[src/rtl/ext_pipe_unit.sv]
// Registered immediate/operand extension unit with valid/ready flow control.
// A main register plus a skid register sustain one transfer per cycle under backpressure.
module ext_pipe_unit #(
   parameter int unsigned IN_DWIDTH  = 16,
   parameter int unsigned OUT_DWIDTH = 32,
   parameter int unsigned TAG_WIDTH  = 5
) (
   input  logic                  clk,
   input  logic                  rst,
   input  logic                  in_valid,
   output logic                  in_ready,
   input  logic [IN_DWIDTH-1:0]  in_data,
   input  logic [1:0]            in_mode,
   input  logic [TAG_WIDTH-1:0]  in_tag,
   output logic                  out_valid,
   input  logic                  out_ready,
   output logic [OUT_DWIDTH-1:0] out_data,
   output logic [TAG_WIDTH-1:0]  out_tag
);

   localparam int unsigned ExtW  = OUT_DWIDTH - IN_DWIDTH;
   localparam int unsigned ByteW = OUT_DWIDTH - 8;

   typedef enum logic [1:0] {StEmpty, StOne, StFull} state_e;

   state_e                 state_q, state_d;
   logic [OUT_DWIDTH-1:0]  m_data_q, m_data_d;
   logic [TAG_WIDTH-1:0]   m_tag_q, m_tag_d;
   logic [OUT_DWIDTH-1:0]  s_data_q, s_data_d;
   logic [TAG_WIDTH-1:0]   s_tag_q, s_tag_d;
   logic [OUT_DWIDTH-1:0]  ext_data;
   logic                   in_fire;
   logic                   out_fire;

   always_comb begin
      ext_data = '0;
      unique case (in_mode)
         2'd0: ext_data = {{ExtW{in_data[IN_DWIDTH-1]}}, in_data};
         2'd1: ext_data = {{ExtW{1'b0}}, in_data};
         2'd2: ext_data = {in_data, {ExtW{1'b0}}};
         2'd3: ext_data = {{ByteW{in_data[7]}}, in_data[7:0]};
         default: ext_data = '0;
      endcase
   end

   assign in_ready  = (state_q != StFull);
   assign out_valid = (state_q != StEmpty);
   assign out_data  = m_data_q;
   assign out_tag   = m_tag_q;
   assign in_fire   = in_valid && in_ready;
   assign out_fire  = out_valid && out_ready;

   always_comb begin
      state_d  = state_q;
      m_data_d = m_data_q;
      m_tag_d  = m_tag_q;
      s_data_d = s_data_q;
      s_tag_d  = s_tag_q;
      case (state_q)
         StEmpty: begin
            if (in_fire) begin
               m_data_d = ext_data;
               m_tag_d  = in_tag;
               state_d  = StOne;
            end
         end
         StOne: begin
            if (in_fire && out_fire) begin
               m_data_d = ext_data;
               m_tag_d  = in_tag;
            end else if (out_fire) begin
               state_d = StEmpty;
            end else if (in_fire) begin
               // M is stalled, so the new result parks in the skid register
               s_data_d = ext_data;
               s_tag_d  = in_tag;
               state_d  = StFull;
            end
         end
         StFull: begin
            if (out_fire) begin
               m_data_d = s_data_q;
               m_tag_d  = s_tag_q;
               state_d  = StOne;
            end
         end
         default: state_d = StEmpty;
      endcase
   end

   always_ff @(posedge clk) begin
      if (rst) begin
         state_q  <= StEmpty;
         m_data_q <= '0;
         m_tag_q  <= '0;
         s_data_q <= '0;
         s_tag_q  <= '0;
      end else begin
         state_q  <= state_d;
         m_data_q <= m_data_d;
         m_tag_q  <= m_tag_d;
         s_data_q <= s_data_d;
         s_tag_q  <= s_tag_d;
      end
   end

endmodule

[config.mk]
export PLATFORM = sky130hd
export DESIGN_NAME = ext_pipe_unit
export DESIGN_NICKNAME = d
export VERILOG_FILES = /design/src/rtl/ext_pipe_unit.sv
export SDC_FILE = /design/constraint.sdc
export NUM_CORES = 1
export LEC_CHECK = 0
export ABC_AREA = 1
export BUFFER_PORTS_ARGS = -buffer_cell sky130_fd_sc_hd__buf_2
export CAP_MARGIN = 20
export CELL_PAD_IN_SITES_DETAIL_PLACEMENT = 0
export CELL_PAD_IN_SITES_GLOBAL_PLACEMENT = 1
export CORE_MARGIN = 5
export CORE_UTILIZATION = 35
export DETAILED_ROUTE_END_ITERATION = 8
export PLACE_DENSITY = 0.76
export SKIP_LAST_GASP = 1
export SLEW_MARGIN = 10
export SYNTH_ARGS = -nofsm -noshare
export SYNTH_HDL_FRONTEND = slang
export SYNTH_SLANG_ARGS = --single-unit
[constraint.sdc]
create_clock -name clk -period 1.39 [get_ports clk]
set_clock_uncertainty 0.1 [all_clocks]
set_input_delay 0.278 -clock clk [delete_from_list [all_inputs] [get_ports clk]]
set_output_delay 0.278 -clock clk [all_outputs]
set_load 0.01 [all_outputs]
; Word-level counts from Yosys, hierarchy flattened
; Cells that the tools add are included.
[word_totals]
ff_bits = 76
wordCells = 43
out_inout_bits = 39
in_bits = 27
[op_classes]
eq_ne = 11
muxes = 15
bitwise_logic = 2
reduce_logical = 10
[ops]
columns = op, count
row1 = $pmux 32 s4, 1
row2 = $mux 32, 3
row3 = $pmux 32 s3, 1
row4 = $mux 5, 3
row5 = $pmux 5 s3, 1
row6 = $reduce_and 4->1, 3
row7 = $mux 2, 5
row8 = $ne 2x2->1 const B, 5
row9 = $eq 2x2->1 const B, 3
row10 = $pmux 2 s3, 1
row11 = $eq 2x1->1 const B, 2
row12 = $logic_not 2->1, 2
row13 = $logic_and 1x1->1, 3
row14 = $ne 3x3->1 const B, 1
row15 = $reduce_bool 3->1, 1
row16 = $not 1->1, 2
row17 = $reduce_bool 2->1, 1

; Longest topological paths before layout
[logic_depth]
ltp_word = 6
ltp_mapped = 10

; Worst setup path before layout
; No wires, ideal clock.
[synth_path]
path_type = register to register
start = register state_q[1]
end = register m_data_q[20] (netlist: out_data[20])
slack_ns = 0.019
arrival_ns = 1.157
path_stages_with_launch = 10
period_less_slack_ns = 1.371
n_path_buf = 3
path_cell_list = dfxtp_1 buf_4 inv_2 nand2_2 nand2_1 buf_4 buf_4 nand3_1 a21oi_1 nor2_1
[synth_between]
elab_chain_cells = 5
word_cells_on_any_way = 14
classes_between = 6 x eq/ne / 1 x mux / 7 x reduce/logical
[synth_rtl]
columns = item, line
row1 = start: declaration, 26  ; state_e state_q, state_d;
row2 = start signal: assignment, 93  ; state_q <= StEmpty;
row3 = start signal: assignment, 99  ; state_q <= state_d;
row4 = $reduce_bool 2->1 (*), 47  ; assign out_valid = (state_q != StEmpty);
row5 = named net out_valid, 15  ; output logic out_valid,
row6 = $logic_and 1x1->1 (*), 51  ; assign out_fire = out_valid && out_ready;
row7 = $logic_and 1x1->1, 68  ; if (in_fire && out_fire) begin
row8 = $ne 2x2->1 (no line), n/a
row9 = $reduce_and 4->1 (no line) (*), n/a
row10 = end signal: assignment, 100  ; m_data_q <= m_data_d;
row11 = end: declaration, 27  ; logic [OUT_DWIDTH-1:0] m_data_q, m_data_d;
; Mark *: on every way through the listed nets, which the timed path passes. The rest lies on a longest branch.
; A chain may end at the register's enable or synchronous reset.

; Final worst setup path
[layout_path]
start = register state_q[0]
end = output port in_ready
[layout_between]
elab_chain_cells = 1
[layout_rtl]
columns = item, line
row1 = $ne 2x2->1, 46  ; assign in_ready = (state_q != StFull);
row2 = end: declaration, 11  ; output logic in_ready,
; Every way passes these cells.

==> flow_summary.yaml <==
power_and_ir_drop:
  p_leak_nw: 2.35
  peakVddDrop_mv: 0.503
  cellPowerDensity_nw_per_um2: 1040
  intPower_mw: 3.49
  power.total_mw: 4.96
  p_sw_mw: 1.48
  p_seq_share_pct: 47.8
  pwr-share-clk_pct: 30.9
  power_frac_comb_pct: 21.4
  p_sw_share_pct: 29.7
global_route:
  overflow: 0
  grt_usage_pct: 17.0
  antenna_found_initial: 0
  grt_pass1_wl_um: 17200
  grt_max_degree: 30
  first_global_vias: 3501
placement:
  pre_cts_slack_ns: -0.121
  place_area_um2: 4250
  globalplace.congestion: 0.827
  post-dp-hpwl_um: 7180
  port-buffer-count: 65
floorplan:
  core_um2: 10300
  ioPinCount: 66
  start_util_pct: 35.6
  die-width_um: 112
  die_height_um: 112
  die-area_um2: 12600
  rows: 37
cells_and_area:
  final_common_cell: "nand2_1"
  layout-drive-gt1-share_pct: 22.5
  synthToLayoutAreaGrowth_pct: 30.9
  fin_area_um2: 4790
  postLayoutCoreUtil_pct: 46.6
  nNetsFinal: 681
  antenna_cells: 0
  layout_common_cells: "197 x nand2_1, 74 x dfxtp_1, 72 x nor2_1"
clock_network:
  tritoncts: "built"
  cts-buffers-inserted: 9
  htree_levels: 3
  cts-hold-fix-buffers: 0
  insertion_delay_ns: 0.35
  path_clk_slew_ns: 0.08
  cts_root_buf: "clkbuf_8"
  cts_max_path_buffers: 2
  cts.sinks: 76
synth:
  synth-compound-area-share_pct: 9.72
  netlist-cell-type-count: 16
  syn-mean-instance-area_um2: 6.37
  syn_inst: 574
  ys_ff_latch: 76
  synth_adder_area_share_pct: 0
  synth_xor_area_share_pct: 0
  muxShareOfSynthArea_pct: 0
  yosysWarnings: 0
  syn_area_um2: 3660
  synth_top_family_by_area: "simple AND/OR/NAND/NOR gates"
  synth_nets: 601
  ys_seq_area_share_pct: 41.6
  yosys.area_share.simple_pct: 38.0
timing:
  timing.hold.ws_ns: 0.0753
  relSlewSlack_pct: 80.1
  tightest_slew_ns: 0.299
  fmax_mhz: 677
  fin_crit_sh_pct: 106
  period_minus_slack_ns: 1.48
  final_hold_viol_count: 0
  setup_viol: 38
  slew_viol_final: 0
  grt_setup_unrepaired: "yes"
  worst_slack_ns: -0.0871
drt:
  viasPerCell: 4.74
  num_vias: 3762
  drc: 0
  drt_iter0_markers: 214
  wl_per_cell_um: 14.4
  drtAntennaViolNets: 0
  drt_wl_total_um: 11400
  dr.pass1.iters: 5
worst_setup_path:
  path_class: "register to output port"
  cp_max_fo: 4
  rrSetupSlack_ns: -0.04
  cp.arrival_ns: 1.10
  cp-start-kind: "register"
  cp.required_ns: 1.01
  critPathCaptureType: "output port"
min_path:
  hold_path_class: "primary input to register"
outcome:
  status: "finished with violations"
  violations: "negative setup slack"
job:
  drv_cap: 0
## repair_timing
item | CTS | global route
endpoints found under the hold margin | 0 | 0
cloned | 2 | 7
pin swaps | 2 | 7
buffers inserted | 3 | 3
gates resized for setup | 18 | 22
endpoints found under the setup margin | 66 | 69
## power groups by stage
stage / Clock (mW) / Combinational (mW) / Sequential [mW]
6_report: 1.53 / 1.06 / 2.37
5_1_grt: 1.66 / 1.17 / 2.39
4_1_cts: 1.58 / 0.944 / 2.37
3_5_place_dp: 0 / 0.891 / 2.42
3_3_place_gp: 0 / 0.882 / 2.42
2_1_floorplan: 0 / 0.517 / 2.46
## logic make-up after synthesis
group	after synthesis
compound gates	71
buf+inv	81
flops	76
simple gates	346
## per-layer routing
| metal | global-route usage (%) | routed length, um |
|---|---|---|
| met1 | 21.3 | 5060 |
| met2 | 28.7 | 5570 |
| met3 | 3.07 | 634 |
| met4 | 6.81 | 171 |
| met5 | 0 | 0 |
## area by class of cell
type	count	area, um2
inverter	40	155
clock inverter	2	10.0
tap	136	170
clock buffer	13	159
timing repair buffer	110	931
multi-input combinational	417	1830
fill	1082	5490
sequential	76	1530
## state kept, by name, indices dropped and copies added (netlist names)
name,count
out_data,32
out_tag,5
s_data_q,32
s_tag_q,5
state_q,2
## stage by stage
stage,TNS (ns),cells
3_5_place_dp,-1.06,764
2_1_floorplan,0,574
6_report,-0.832,794
5_1_grt,-4.19,794
4_1_cts,-0.218,784
3_3_place_gp,-0.431,764
## critical path, cell delays in order (launching register included)
cell and delay [ns]:
dfxtp_4 0.37, inv_4 0.08, nand2_4 0.06, buf_12 0.13, buf_6 0.11
## final timing paths
check                from  cells past startpoint      endpoint
max reg2reg    state_q[1]                      7   out_data[9]
max            state_q[0]                      4      in_ready
min reg2reg  s_data_q[17]                      2  s_data_q[17]
min             in_tag[2]                      3    s_tag_q[2]
## Yosys cell counts, drive strengths merged
cell / number / area [um2]
buf: 30 / 199
a21oi: 53 / 265
nand3: 67 / 335
nor2: 78 / 298
dfxtp: 76 / 1520
o21ai: 18 / 90.1
nand2: 201 / 757
clkbuf: 11 / 41.3
inv: 40 / 150
(Power assumes the default switching activity.)
